## config.mk

```make
export PLATFORM = sky130hd
export DESIGN_NAME = gpreg_xfer_ctrl_flat
export DESIGN_NICKNAME = d
export VERILOG_FILES = /design/src/rtl/gpreg_xfer_ctrl_pkg.sv /design/src/rtl/gpreg_xfer_ctrl_if.sv /design/src/rtl/gpreg_xfer_ctrl_onehot_dec_bar.sv /design/src/rtl/gpreg_xfer_ctrl.sv /design/src/flat_wrapper.sv
export SDC_FILE = /design/constraint.sdc
export NUM_CORES = 1
export LEC_CHECK = 0
export CELL_PAD_IN_SITES_DETAIL_PLACEMENT = 0
export CELL_PAD_IN_SITES_GLOBAL_PLACEMENT = 2
export CORE_ASPECT_RATIO = 0.9
export CORE_UTILIZATION = 37
export CTS_BUF_LIST = sky130_fd_sc_hd__clkbuf_8
export DETAILED_ROUTE_END_ITERATION = 6
export PLACE_DENSITY = 0.87
export SLEW_MARGIN = 10
export SYNTH_ARGS = -nofsm -noshare
export SYNTH_HDL_FRONTEND = slang
export SYNTH_SLANG_ARGS = --single-unit
```

## constraint.sdc

```tcl
create_clock -name CLK -period 4.05 [get_ports CLK]
set_input_delay 0.81 -clock CLK [delete_from_list [all_inputs] [get_ports CLK]]
set_output_delay 0.81 -clock CLK [all_outputs]
set_load 0.02 [all_outputs]
```

## src/rtl/gpreg_xfer_ctrl_pkg.sv

```systemverilog
// gpreg_xfer_ctrl_pkg: opcode and sequencer state encodings shared by the transfer controller.
package gpreg_xfer_ctrl_pkg;
   typedef enum logic [1:0] {OP_MOV = 2'b00, OP_ALU = 2'b01, OP_LDEXT = 2'b10, OP_RSVD = 2'b11} op_t;
   typedef enum logic [2:0] {IDLE, DRIVE, LOAD, DONE, GAP} state_t;
   // bit 2: SRC_A used, bit 1: SRC_B used, bit 0: DST used
   function automatic logic [2:0] idx_used(input op_t op);
      return op == OP_MOV ? 3'b101 : op == OP_ALU ? 3'b111 : op == OP_LDEXT ? 3'b001 : 3'b000;
   endfunction
endpackage

```

## src/rtl/gpreg_xfer_ctrl_if.sv

```systemverilog
// gpreg_xfer_ctrl_if: decoder request/ack handshake plus the register-bank strobe vectors.
interface gpreg_xfer_ctrl_if #(parameter int NREGS = 4, parameter int IW = 2);
   logic             REQ;
   logic [1:0]       OP;
   logic [IW-1:0]    SRC_A, SRC_B, DST;
   logic             ACK, BUSY, ERR;
   logic [NREGS-1:0] LOAD_bar, ASSERT_bar, ASSERT_LHS_bar, ASSERT_RHS_bar;
   logic             ALU_ASSERT_bar, EXT_ASSERT_bar;
   modport master (output REQ, OP, SRC_A, SRC_B, DST,
                   input ACK, BUSY, ERR, LOAD_bar, ASSERT_bar, ASSERT_LHS_bar, ASSERT_RHS_bar,
                         ALU_ASSERT_bar, EXT_ASSERT_bar);
   modport slave  (input REQ, OP, SRC_A, SRC_B, DST,
                   output ACK, BUSY, ERR, LOAD_bar, ASSERT_bar, ASSERT_LHS_bar, ASSERT_RHS_bar,
                          ALU_ASSERT_bar, EXT_ASSERT_bar);
endinterface

```

## src/rtl/gpreg_xfer_ctrl_onehot_dec_bar.sv

```systemverilog
// gpreg_xfer_ctrl_onehot_dec_bar: index to active-low one-hot strobe vector, all-ones when disabled.
module gpreg_xfer_ctrl_onehot_dec_bar #(parameter int NREGS = 4, parameter int IW = 2) (
   input  logic             en,
   input  logic [IW-1:0]    idx,
   output logic [NREGS-1:0] y_bar
);
   for (genvar i = 0; i < NREGS; i++) begin : g_bit
      assign y_bar[i] = !(en && idx == IW'(i));
   end
endmodule

```

## src/rtl/gpreg_xfer_ctrl.sv

```systemverilog
// gpreg_xfer_ctrl: break-before-make register transfer sequencer (IDLE/DRIVE/LOAD/DONE/GAP).
// Every output is a flop loaded from the next-state decode, so strobes are glitch-free.
module gpreg_xfer_ctrl
   import gpreg_xfer_ctrl_pkg::*;
#(parameter int NREGS = 4, parameter int IW = 2) (
   input logic CLK,
   input logic RST_bar,
   gpreg_xfer_ctrl_if.slave bus
);
   state_t           state, nxt;
   op_t              op_q, op_c;
   logic [IW-1:0]    a_q, b_q, d_q, a_c, b_c, d_c;
   logic [2:0]       used;
   logic             idle, err_in, err_q, err_c, drv, ld;
   logic [NREGS-1:0] as_n, lhs_n, rhs_n, ld_n;
   logic [NREGS-1:0] as_r, lhs_r, rhs_r, ld_r;
   logic             ack_r, busy_r, err_r, alu_r, ext_r;
   assign idle   = state == IDLE;
   assign used   = idx_used(op_t'(bus.OP));
   assign err_in = op_t'(bus.OP) == OP_RSVD
                || (used[2] && 32'(bus.SRC_A) >= NREGS)
                || (used[1] && 32'(bus.SRC_B) >= NREGS)
                || (used[0] && 32'(bus.DST) >= NREGS);
   // In IDLE the incoming request feeds the decode so strobes are ready the cycle after accept
   assign op_c  = idle ? op_t'(bus.OP) : op_q;
   assign a_c   = idle ? bus.SRC_A : a_q;
   assign b_c   = idle ? bus.SRC_B : b_q;
   assign d_c   = idle ? bus.DST : d_q;
   assign err_c = idle ? err_in : err_q;
   always_ff @(posedge CLK or negedge RST_bar)
      if (!RST_bar) state <= IDLE;
      else state <= nxt;
   always_comb
      nxt = state == IDLE  ? (bus.REQ ? (err_in ? DONE : DRIVE) : IDLE) :
            state == DRIVE ? LOAD :
            state == LOAD  ? DONE :
            state == DONE  ? GAP : IDLE;
   always_comb begin
      drv = nxt == DRIVE || nxt == LOAD;
      ld  = nxt == LOAD;
   end
   gpreg_xfer_ctrl_onehot_dec_bar #(.NREGS(NREGS), .IW(IW)) u_as
      (.en(drv && op_c == OP_MOV), .idx(a_c), .y_bar(as_n));
   gpreg_xfer_ctrl_onehot_dec_bar #(.NREGS(NREGS), .IW(IW)) u_lhs
      (.en(drv && op_c == OP_ALU), .idx(a_c), .y_bar(lhs_n));
   gpreg_xfer_ctrl_onehot_dec_bar #(.NREGS(NREGS), .IW(IW)) u_rhs
      (.en(drv && op_c == OP_ALU), .idx(b_c), .y_bar(rhs_n));
   gpreg_xfer_ctrl_onehot_dec_bar #(.NREGS(NREGS), .IW(IW)) u_ld
      (.en(ld), .idx(d_c), .y_bar(ld_n));
   always_ff @(posedge CLK or negedge RST_bar)
      if (!RST_bar) begin
         op_q   <= OP_MOV;
         a_q    <= '0;
         b_q    <= '0;
         d_q    <= '0;
         err_q  <= 1'b0;
         as_r   <= '1;
         lhs_r  <= '1;
         rhs_r  <= '1;
         ld_r   <= '1;
         alu_r  <= 1'b1;
         ext_r  <= 1'b1;
         ack_r  <= 1'b0;
         busy_r <= 1'b0;
         err_r  <= 1'b0;
      end else begin
         op_q   <= op_c;
         a_q    <= a_c;
         b_q    <= b_c;
         d_q    <= d_c;
         err_q  <= err_c;
         as_r   <= as_n;
         lhs_r  <= lhs_n;
         rhs_r  <= rhs_n;
         ld_r   <= ld_n;
         alu_r  <= !(drv && op_c == OP_ALU);
         ext_r  <= !(drv && op_c == OP_LDEXT);
         ack_r  <= nxt == DONE;
         busy_r <= nxt == DRIVE || nxt == LOAD || nxt == DONE;
         err_r  <= nxt == DONE && err_c;
      end
   assign bus.ASSERT_bar     = as_r;
   assign bus.ASSERT_LHS_bar = lhs_r;
   assign bus.ASSERT_RHS_bar = rhs_r;
   assign bus.LOAD_bar       = ld_r;
   assign bus.ALU_ASSERT_bar = alu_r;
   assign bus.EXT_ASSERT_bar = ext_r;
   assign bus.ACK            = ack_r;
   assign bus.BUSY           = busy_r;
   assign bus.ERR            = err_r;
endmodule

```

## src/flat_wrapper.sv

```systemverilog
// flat-port wrapper written by rule: the top's interface ports become plain ports
module gpreg_xfer_ctrl_flat import gpreg_xfer_ctrl_pkg::*;
#(parameter int NREGS = 4, parameter int IW = 2)
  (CLK, RST_bar, bus_REQ, bus_OP, bus_SRC_A, bus_SRC_B, bus_DST, bus_ACK, bus_BUSY, bus_ERR, bus_LOAD_bar, bus_ASSERT_bar, bus_ASSERT_LHS_bar, bus_ASSERT_RHS_bar, bus_ALU_ASSERT_bar, bus_EXT_ASSERT_bar);
  gpreg_xfer_ctrl_if #(.NREGS(NREGS), .IW(IW)) bus_i ();
  input logic CLK;
  input logic RST_bar;
  input wire logic [$bits(bus_i.REQ)-1:0] bus_REQ;
  input wire logic [$bits(bus_i.OP)-1:0] bus_OP;
  input wire logic [$bits(bus_i.SRC_A)-1:0] bus_SRC_A;
  input wire logic [$bits(bus_i.SRC_B)-1:0] bus_SRC_B;
  input wire logic [$bits(bus_i.DST)-1:0] bus_DST;
  output wire logic [$bits(bus_i.ACK)-1:0] bus_ACK;
  output wire logic [$bits(bus_i.BUSY)-1:0] bus_BUSY;
  output wire logic [$bits(bus_i.ERR)-1:0] bus_ERR;
  output wire logic [$bits(bus_i.LOAD_bar)-1:0] bus_LOAD_bar;
  output wire logic [$bits(bus_i.ASSERT_bar)-1:0] bus_ASSERT_bar;
  output wire logic [$bits(bus_i.ASSERT_LHS_bar)-1:0] bus_ASSERT_LHS_bar;
  output wire logic [$bits(bus_i.ASSERT_RHS_bar)-1:0] bus_ASSERT_RHS_bar;
  output wire logic [$bits(bus_i.ALU_ASSERT_bar)-1:0] bus_ALU_ASSERT_bar;
  output wire logic [$bits(bus_i.EXT_ASSERT_bar)-1:0] bus_EXT_ASSERT_bar;
  assign bus_i.REQ = bus_REQ;
  assign bus_i.OP = bus_OP;
  assign bus_i.SRC_A = bus_SRC_A;
  assign bus_i.SRC_B = bus_SRC_B;
  assign bus_i.DST = bus_DST;
  assign bus_ACK = bus_i.ACK;
  assign bus_BUSY = bus_i.BUSY;
  assign bus_ERR = bus_i.ERR;
  assign bus_LOAD_bar = bus_i.LOAD_bar;
  assign bus_ASSERT_bar = bus_i.ASSERT_bar;
  assign bus_ASSERT_LHS_bar = bus_i.ASSERT_LHS_bar;
  assign bus_ASSERT_RHS_bar = bus_i.ASSERT_RHS_bar;
  assign bus_ALU_ASSERT_bar = bus_i.ALU_ASSERT_bar;
  assign bus_EXT_ASSERT_bar = bus_i.EXT_ASSERT_bar;
  gpreg_xfer_ctrl #(.NREGS(NREGS), .IW(IW)) u_core (.CLK(CLK), .RST_bar(RST_bar), .bus(bus_i));
endmodule
```

### Word level (Yosys, flattened, before mapping)

Cells that the tools add are included.

* word-level logic and storage cells: 89
* bits of input ports: 11
* register bits: 33

* reduce and logical (&&, ||, !) cells: 45
* equality and inequality tests: 18
* muxes and demuxes: 11

Operators by type and width (count)
* $logic_and 1x1->1: 20
* $logic_not 1->1: 18
* $eq 2x2->1 const B: 8
* $mux 3: 5
* $eq 3x2->1 const B: 4
* $mux 2: 5
* $eq 2x1->1 const B: 4
* $logic_not 2->1: 4
* $eq 3x1->1 const B: 2
* $logic_not 3->1: 1
* $logic_or 1x1->1: 2
* $mux 1: 1

### Logic depth before layout (Yosys ltp)

* depth in word-level cells: 10
* gate-level depth with buffers: 6
* gate-level depth less buffers: 4

### Modules after synthesis

From an unflattened synthesis, not the netlist that was laid out.

* cells, all modules: 112
* area total of the unflattened synthesis: 1332.5 um^2

By module, submodules not included
* gpreg_xfer_ctrl: area an instance 1217.4 um^2, instances 1, cells each 96
* gpreg_xfer_ctrl_onehot_dec_bar: area an instance 28.8 um^2, instances 4, cells each 4

### Worst setup path after synthesis

No wires, ideal clock.

* path type: in2reg
* from: input bus_SRC_B[1]
* to: register u_core.rhs_r[1], in the netlist u_core.bus.ASSERT_RHS_bar[1]
* slack: 2.573 ns
* setup time: 0.096 ns
* data arrival time: 1.381 ns
* stages: 3
* path through: nor4b_2 > or2_1 > nand4b_1

* cells in the longest elaborated chain, start to end: 4

RTL lines
* start, declared: line flat_wrapper.sv:11 `input wire logic [$bits(bus_i.SRC_B)-1:0] bus_SRC_B;`
* $mux 2: line gpreg_xfer_ctrl.sv:27 `assign b_c = idle ? bus.SRC_B : b_q;`
* named net u_core.b_c[1]: line gpreg_xfer_ctrl.sv:12 `logic [IW-1:0] a_q, b_q, d_q, a_c, b_c, d_c;`
* $eq 2x1->1: line gpreg_xfer_ctrl_onehot_dec_bar.sv:8 `assign y_bar[i] = !(en && idx == IW'(i));`
* $logic_and 1x1->1: line gpreg_xfer_ctrl_onehot_dec_bar.sv:8
* $logic_not 1->1: line gpreg_xfer_ctrl_onehot_dec_bar.sv:8
* named net u_core.rhs_n[1]: line gpreg_xfer_ctrl.sv:15 `logic [NREGS-1:0] as_n, lhs_n, rhs_n, ld_n;`
* end signal, assigned: line gpreg_xfer_ctrl.sv:74 `rhs_r <= rhs_n;`
* end, declared: line gpreg_xfer_ctrl.sv:16 `logic [NREGS-1:0] as_r, lhs_r, rhs_r, ld_r;`

The timed path passes the listed nets, and every way through them passes these cells.

### Final worst setup path

* from: register u_core.as_r[0], in the netlist u_core.bus.ASSERT_bar[0]
* to: output bus_ASSERT_bar[0]

RTL lines
* start, declared: line gpreg_xfer_ctrl.sv:16
* start signal, assigned: line gpreg_xfer_ctrl.sv:72 `as_r <= as_n;`
* end, declared: line flat_wrapper.sv:17 `output wire logic [$bits(bus_i.ASSERT_bar)-1:0] bus_ASSERT_bar;`

No word-level cell between the ends.

==> results.json <==
{
  "cellPowerDensity_nw_per_um2": 743,
  "fin_total_pwr_uw": 1320,
  "gpl.final_weighted_congestion": 0.745,
  "design.final.nets": 143,
  "grt_first_pass_wirelength_mm": 4.20,
  "postRouteAntennaNets": 0,
  "drt-wirelength-per-cell_um": 14.3,
  "final_max_slew_viol_count": 0,
  "die_y_um": 59.4,
  "cp_cell_sequence": "clkdlybuf4s50_1",
  "run_status": "finished clean",
  "power.share.combinational_pct": 40.0,
  "power_switching_share_pct": 37.1,
  "detail_route.wirelength_mm": 2.53,
  "netlist_area_um2": 1360,
  "antenna_found_initial": 0,
  "timing.critical_path.buf_inv": 1,
  "synth_area_leaders": "dfstp_2, dfrtp_1, mux2i_4, nand4_1, nand4b_1",
  "initial_core_util_pct": 39.5,
  "n_antenna_cell": 0,
  "static-leakage-power_uw": 0.000696,
  "clockBufferDepth": 2,
  "placement_rows": 20,
  "fp.dieW_um": 65.8,
  "drive_gt1_share_pct": 29.3,
  "fin_setup_tns_ns": 0,
  "yosys_register_bits": 33,
  "grt_overflow": 0,
  "most_common_flop_cell_mapped_by_yosys": "dfstp_2",
  "irDropWorstVdd_mv": 0.327,
  "ys_async_sr_fraction_pct": 100,
  "category_of_the_worst_setup_path_launch_point": "register",
  "cts-root-buf": "clkbuf_8",
  "grt_util_all_layers_pct": 15.1,
  "worstMarginPinSlew_ns": 0.722,
  "cts_buffers": 5,
  "finalInstanceArea_um2": 1770,
  "initialDrtViolationCount": 51,
  "htreeDepth": 2,
  "fin_util_pct": 51.7,
  "switching_power_uw": 489,
  "p_int_uw": 829,
  "tritoncts": "yes",
  "clock_pin_slew_on_the_worst_setup_and_hold_paths_ns": 0.07,
  "post-dp-hpwl_mm": 1.74,
  "die-area_um2": 3910,
  "synth_largest_type_area_fraction_pct": 34.9,
  "clkLatencyLatePin_ns": 0.28,
  "cts.sinks": 33,
  "worst_clock_skew_on_the_final_layout_ns": 0.00690,
  "timing.critical_path.max_delay_family": "buffers and inverters",
  "dr.pass1.iters": 4,
  "portBuffers": 31,
  "netlist.top_cell.by_area": "dfstp_2",
  "unrepaired_setup_endpoints_after_global_routing": "false",
  "required_ns": 3.24,
  "syn_nets": 108,
  "core_area_um2": 3430,
  "timing.max_cap.violations": 0,
  "maxClockFrequency_ghz": 0.449,
  "pwr-share-clk_pct": 18.4,
  "dr_total_vias": 889,
  "post_cts_buffers": 0,
  "postSynthCellCount": 97,
  "grt_pass1_vias": 886,
  "critPathMaxFanout": 1,
  "top_level_ports": 32,
  "cpMaxStageDelayCell": "clkdlybuf4s50_1",
  "post-route-period-util_pct": 55.0,
  "seq_power_share_pct": 41.6,
  "drc_errors": 0,
  "synth.yosys.seq_area_share_pct": 62.6,
  "postCtsResizedCells": 0,
  "report.final.setup_viol": 0,
  "vias_per_cell": 5.02,
  "timing.critical_path.arrival_ns": 1.42,
  "fillers": 288,
  "hold_violations": 0,
  "place_area_um2": 1690,
  "post_synth_num_cell_types": 34,
  "synth_enable_flop_cells": 0,
  "syn_to_final_growth_pct": 30.8,
  "timing.hold.worst.class": "reg -> reg",
  "slew_headroom_pct": 51.7,
  "grt_max_degree": 27,
  "cp-end-kind": "output port",
  "cts_hold_buffers": 0,
  "critPathKind": "reg -> out",
  "final.min_clock_period_ns": 2.23,
  "cp_peak_stage_delay_ns": 0.61,
  "synthesis.yosys.warnings": 0,
  "synth.avg_cell_area_um2": 14.0
}
## power groups by stage
stage | clock network, µW | registers (µW) | logic (µW)
after global routing | 270 | 568 | 574
after floorplan | 0 | 560 | 397
final | 243 | 548 | 527
after detailed placement | 0 | 553 | 533
after global placement | 0 | 552 | 521
after CTS | 252 | 549 | 534
## kinds of logic after synthesis
kind of cell           synth area share [%]
and+or+nand+nor                        17.5
DFF                                    62.6
AOI/OAI and AO/OA                      6.56
buffers and inverters                  5.08
muxes                                  8.22
## sequential cells by signal, summed over array words and instances, names as in the netlist
register / cells
u_core.bus.ACK: 1
u_core.b_q: 2
u_core.op_q: 2
u_core.bus.ASSERT_bar: 4
u_core.state: 3
u_core.bus.ERR: 1
u_core.bus.ASSERT_LHS_bar: 4
u_core.bus.EXT_ASSERT_bar: 1
u_core.d_q: 2
u_core.bus.ASSERT_RHS_bar: 4
u_core.bus.BUSY: 1
u_core.bus.LOAD_bar: 4
u_core.a_q: 2
u_core.err_q: 1
u_core.bus.ALU_ASSERT_bar: 1
## metrics by stage
step	cells	hold slack [ns]	setup slack (ns)
after floorplan	97	0.459	2.57
after global placement	169	0.493	1.79
after detailed placement	169	0.493	1.75
after CTS	177	0.497	1.81
after global routing	177	0.521	1.77
final	177	0.498	1.82
## path summary, 6_finish.rpt
path,startpoint,end,slack (ns),cells past startpoint
max in group asynchronous,RST_bar,u_core.bus.ASSERT_LHS_bar[1]$_DFF_PN1_,2.95,2
setup reg to reg,u_core.state[0]$_DFF_PN0_,u_core.bus.ASSERT_bar[1]$_DFF_PN1_,2.00,3
hold / removal,u_core.d_q[0]$_DFF_PN0_,u_core.bus.LOAD_bar[1]$_DFF_PN1_,0.50,1
min in group asynchronous,RST_bar,u_core.bus.BUSY$_DFF_PN0_,0.51,1
hold reg to reg,u_core.d_q[0]$_DFF_PN0_,u_core.bus.LOAD_bar[1]$_DFF_PN1_,0.50,1
setup / recovery,u_core.bus.ASSERT_bar[0]$_DFF_PN1_,bus_ASSERT_bar[0],1.82,1
## placed cells by master, fill, tap and decap left out, types with 2 or more instances in the layout
| master | n |
|---|---|
| nand3_1 | 2 |
| o21a_1 | 2 |
| nand4b_1 | 4 |
| buf_4 | 2 |
| a21oi_1 | 3 |
| clkbuf_8 | 6 |
| clkdlybuf4s50_1 | 30 |
| nand2b_1 | 4 |
| nor3_1 | 3 |
| nand2_1 | 2 |
| nor2_1 | 3 |
| dfrtp_1 | 15 |
| inv_1 | 4 |
| o31a_1 | 2 |
| inv_2 | 2 |
| mux2i_4 | 3 |
| mux2_2 | 3 |
| nand4_1 | 10 |
| dfstp_2 | 18 |
## final cells by class
class	instances	area [µm²]	area share, %
Clock inverter	2	7.51	0.423
Sequential cell	33	848	47.8
Inverter	5	21.3	1.20
Multi-Input combinational cell	54	438	24.7
Clock buffer	6	82.6	4.66
Tap cell	44	55.1	3.11
Timing Repair Buffer	33	320	18.1
## cells in the mapped netlist (all sizes together), types with 2 or more instances
cell	number
buf	4
nand2	2
dfstp	18
nand2b	4
o21a	2
nand4	10
o31a	2
nand4b	4
nor3	4
nor2	3
inv	5
mux2i	4
a21oi	3
mux2	3
nand3	2
dfrtp	15
## routing by layer
layer  track usage [%]  vias up  routed length, µm
li1                  -      422                  -
met1              18.8      434               1120
met2              21.1       30               1100
met3              9.42        3                272
met4              5.59        0                 36
met5                 0        -                  0
Note: power is estimated with default switching activity, not from simulation.
==> variant 1 (same flow settings) <==
`NREGS` is set to 4 in 4 places; all go to 2.
--- a/src/rtl/gpreg_xfer_ctrl_if.sv
+++ b/src/rtl/gpreg_xfer_ctrl_if.sv
@@ -1,5 +1,5 @@
 // gpreg_xfer_ctrl_if: decoder request/ack handshake plus the register-bank strobe vectors.
-interface gpreg_xfer_ctrl_if #(parameter int NREGS = 4, parameter int IW = 2);
+interface gpreg_xfer_ctrl_if #(parameter int NREGS = 2, parameter int IW = 2);
    logic             REQ;
    logic [1:0]       OP;
    logic [IW-1:0]    SRC_A, SRC_B, DST;
--- a/src/rtl/gpreg_xfer_ctrl_onehot_dec_bar.sv
+++ b/src/rtl/gpreg_xfer_ctrl_onehot_dec_bar.sv
@@ -1,5 +1,5 @@
 // gpreg_xfer_ctrl_onehot_dec_bar: index to active-low one-hot strobe vector, all-ones when disabled.
-module gpreg_xfer_ctrl_onehot_dec_bar #(parameter int NREGS = 4, parameter int IW = 2) (
+module gpreg_xfer_ctrl_onehot_dec_bar #(parameter int NREGS = 2, parameter int IW = 2) (
    input  logic             en,
    input  logic [IW-1:0]    idx,
    output logic [NREGS-1:0] y_bar
--- a/src/rtl/gpreg_xfer_ctrl.sv
+++ b/src/rtl/gpreg_xfer_ctrl.sv
@@ -2,7 +2,7 @@
 // Every output is a flop loaded from the next-state decode, so strobes are glitch-free.
 module gpreg_xfer_ctrl
    import gpreg_xfer_ctrl_pkg::*;
-#(parameter int NREGS = 4, parameter int IW = 2) (
+#(parameter int NREGS = 2, parameter int IW = 2) (
    input logic CLK,
    input logic RST_bar,
    gpreg_xfer_ctrl_if.slave bus
--- a/src/flat_wrapper.sv
+++ b/src/flat_wrapper.sv
@@ -1,6 +1,6 @@
 // flat-port wrapper written by rule: the top's interface ports become plain ports
 module gpreg_xfer_ctrl_flat import gpreg_xfer_ctrl_pkg::*;
-#(parameter int NREGS = 4, parameter int IW = 2)
+#(parameter int NREGS = 2, parameter int IW = 2)
   (CLK, RST_bar, bus_REQ, bus_OP, bus_SRC_A, bus_SRC_B, bus_DST, bus_ACK, bus_BUSY, bus_ERR, bus_LOAD_bar, bus_ASSERT_bar, bus_ASSERT_LHS_bar, bus_ASSERT_RHS_bar, bus_ALU_ASSERT_bar, bus_EXT_ASSERT_bar);
   gpreg_xfer_ctrl_if #(.NREGS(NREGS), .IW(IW)) bus_i ();
   input logic CLK;
Ports: changed (resized bus_ASSERT_LHS_bar, bus_ASSERT_RHS_bar, bus_ASSERT_bar and bus_LOAD_bar); port bits go from 32 to 24. The function was not compared with the original's and may differ.
==> variant 1 against the unedited design <==
The flow now finishes with violations (design-rule violations). Die area shrank 24%. Area after synthesis down 25%. Power decreased by 31%. First-iteration DRC count down 78%. Routed wire length down 34%. Sequential cell count down 8. Synthesized cell count down 13%. Setup slack better by 0.034 ns. Via count shrank 22%. Design area down 27%. Utilization down 0.50 points. Cell count fell by 23%. Clock skew decreased by 0.0056 ns. Count of clock-buffer cells in the layout is 3 lower. Critical endpoint is now bus_LOAD_bar[0].
==> variant 1: results (changes against the unedited design) <==
gr usage total - 0.135 (was 0.151)
DRC viols - 5 (was 0)
Port Buffers - 23 (was 31)
sequential power share - 0.458 (was 0.416)
leakage - 0.513 nW (was 0.696 nW)
Tmin final - 2.19 ns (was 2.23 ns)
met2 wire len - 752 um (was 1100 um)
grt met2 use - 0.218 (was 0.211)
Max VDD drop - 0.000325 V (was 0.000327 V)
WL final - 1660 um (was 2530 um)
failing checks - design-rule violations
Syn Inst Count - 84 (was 97)
dpl cells - 132 (was 169)
CP endpoint - bus_LOAD_bar[0] (was bus_ASSERT_bar[0])
WL/cell - 12.2 um (was 14.3 um)
worst clock skew - 0.00134 ns (was 0.00690 ns)
clock latency on the worst-skew pair - 0.26 ns (was 0.28 ns)
run status - finished, violations left (was completed)
vias in the first global route - 641 (was 886)
largest net degree at the start of global routing - 26 (was 27)
R2R cell count - 4 (was 3)
most common flop cell mapped by yosys - dfrtp_1 (was dfstp_2)
Worst Setup SP - u_core.bus.LOAD_bar[0] (was u_core.bus.ASSERT_bar[0])
DR WL met3 - 83 um (was 272 um)
Vias/cell - 5.07 (was 5.02)
TritonCTS buffer count - 3 (was 5)
top cells by area, synth - dfrtp_1 (37%), dfstp_2 (26%), mux2_2 (6.6%), nand3_1 (3.9%), nor2_1 (3.7%) (was dfstp_2 (35%), dfrtp_1 (28%), mux2i_4 (5.0%), nand4_1 (4.6%), nand4b_1 (2.6%))
Setup WS pre-CTS - 1.66 ns (was 1.75 ns)
first-pass GRT wire length - 2930 um (was 4200 um)
[variant 1: changes by cell type in the layout (fill, tap and decap cells not counted), moves of 4 or more]
cell,before,now
nand4b_1,4,0
nand2_1,2,7
nand3_1,2,8
nand4_1,10,0
nor2_1,3,10
clkdlybuf4s50_1,30,23
dfstp_2,18,10
[variant 1: logic make-up (layout without fill, tap and decap cells)]
| kind of cell | after synthesis | count (layout) | synth area share |
|---|---|---|---|
| mux | 8 | 8 | 0.0871 |
| buf+inv | 5 | 29 | 0.0417 |
| simple gates | 38 | 38 | 0.194 |
| compound gates | 8 | 8 | 0.0515 |
| flops | 25 | 25 | 0.626 |
[variant 1: final cells by class]
type                    instances  area [um^2]
clock buffers                   3         41.3
clock inverters                 1         3.75
fillers                       253         1230
inverters                       2         8.76
multi-input cells              54          339
flip-flops and latches         25          638
well taps                      28         35.0
repair buffers                 23          230
==> variant 2 (same settings) <==
Made on the original files. Re-encode `state_t` (5 states) as one-hot, 5 bits wide.
--- a/src/rtl/gpreg_xfer_ctrl_pkg.sv
+++ b/src/rtl/gpreg_xfer_ctrl_pkg.sv
@@ -1,7 +1,7 @@
 // gpreg_xfer_ctrl_pkg: opcode and sequencer state encodings shared by the transfer controller.
 package gpreg_xfer_ctrl_pkg;
    typedef enum logic [1:0] {OP_MOV = 2'b00, OP_ALU = 2'b01, OP_LDEXT = 2'b10, OP_RSVD = 2'b11} op_t;
-   typedef enum logic [2:0] {IDLE, DRIVE, LOAD, DONE, GAP} state_t;
+   typedef enum logic [4:0] {IDLE = 5'b00001, DRIVE = 5'b00010, LOAD = 5'b00100, DONE = 5'b01000, GAP = 5'b10000} state_t;
    // bit 2: SRC_A used, bit 1: SRC_B used, bit 0: DST used
    function automatic logic [2:0] idx_used(input op_t op);
       return op == OP_MOV ? 3'b101 : op == OP_ALU ? 3'b111 : op == OP_LDEXT ? 3'b001 : 3'b000;
Check against the original RTL: same outputs for any inputs over 10 cycles, from zero or initial values and one cycle with RST_bar low; not proved beyond that.
==> variant 2 against the unedited design <==
Area after synthesis rose by 12%. Power fell by 11%. Clock power fell by 6%. Combinational power fell by 22%. Utilization fell by 0.80 points. Non-clock buffer count rose by 1. Sequential power fell by 3%. Setup slack got worse by 0.11 ns. Cell count rose by 18%. Sequential cell count rose by 2. Clock skew barely moved. Routed wire length rose by 28%. Design area rose by 10%. Largest power group unchanged.
==> variant 2: results (changes against the unedited design) <==
Layout Cells excl Fill - 208 (was 177)
final clock period utilization by the worst path - 0.578 (was 0.550)
dpl cells - 200 (was 169)
syn_nets - 138 (was 108)
clock network area share - 0.0410 (was 0.0508)
Syn Inst Count - 127 (was 97)
worst clock skew - 0.00727 ns (was 0.00690 ns)
leakage - 0.770 nW (was 0.696 nW)
RR Startpoint - u_core.state[4] (was u_core.state[0])
comb_multi_in - 84 (was 54)
hold path endpoint - u_core.bus.LOAD_bar[3] (was u_core.bus.LOAD_bar[1])
sequential cell area fraction in the yosys report - 0.592 (was 0.626)
Setup WS pre-CTS - 1.49 ns (was 1.75 ns)
number of fill cells in the layout - 363 (was 288)
Max VDD drop - 0.000198 V (was 0.000327 V)
Critical R2R Capture - u_core.bus.ASSERT_LHS_bar[1] (was u_core.bus.ASSERT_bar[1])
share of post-route cells with drive strength above 1 - 0.247 (was 0.293)
worst reg-to-reg setup slack - 1.79 ns (was 2.00 ns)
met2 wire len - 1590 um (was 1100 um)
run status - completed (unchanged)
CP max stage cell - nor4b_2 (was clkdlybuf4s50_1)
Final Net Count - 172 (was 143)
first-pass GRT wire length - 5270 um (was 4200 um)
met1 usage - 0.200 (was 0.188)
largest net degree at the start of global routing - 24 (was 27)
FFs & Latches - 35 (was 33)
multi-input combinational area share - 0.297 (was 0.247)
WL final - 3250 um (was 2530 um)
crit-path max cell delay - 0.81 ns (was 0.61 ns)
Crit Path Max Fanout - 9 (was 1)
cell family with most CP delay - simple AND/OR/NAND/NOR gates (was buffers and inverters)
DP HPWL - 2240 um (was 1740 um)
NetSw - 0.000419 W (was 0.000489 W)
variant 2: changes by cell type after synthesis, moves of 3 or more:
cell	unedited run	this run
nor4_1	0	4
nand3_1	2	5
mux2i_4	3	0
clkbuf_1	0	3
nand4b_1	4	0
nor4b_1	0	4
a21oi_1	3	7
o22ai_1	0	13
mux2_2	3	7
nand4_1	10	1
nand2_1	2	10
variant 2: cells by family (layout without fill, tap and decap cells):
family          Yosys count  in the layout  synth area share
simple gates             48             48             0.209
flops                    35             35             0.592
compound gates           28             28             0.114
buf+inv                   8             43            0.0272
mux                       7              7            0.0519
xor+xnor                  1              1           0.00576
variant 2: power groups by stage:
stage          Clock, W  Combinational [W]  Sequential [W]
3_3_place_gp          0           0.000405        0.000531
6_report       0.000229           0.000411        0.000530
3_5_place_dp          0           0.000412        0.000535
5_1_grt        0.000259           0.000452        0.000543
4_1_cts        0.000239           0.000413        0.000529
2_1_floorplan         0           0.000290        0.000531
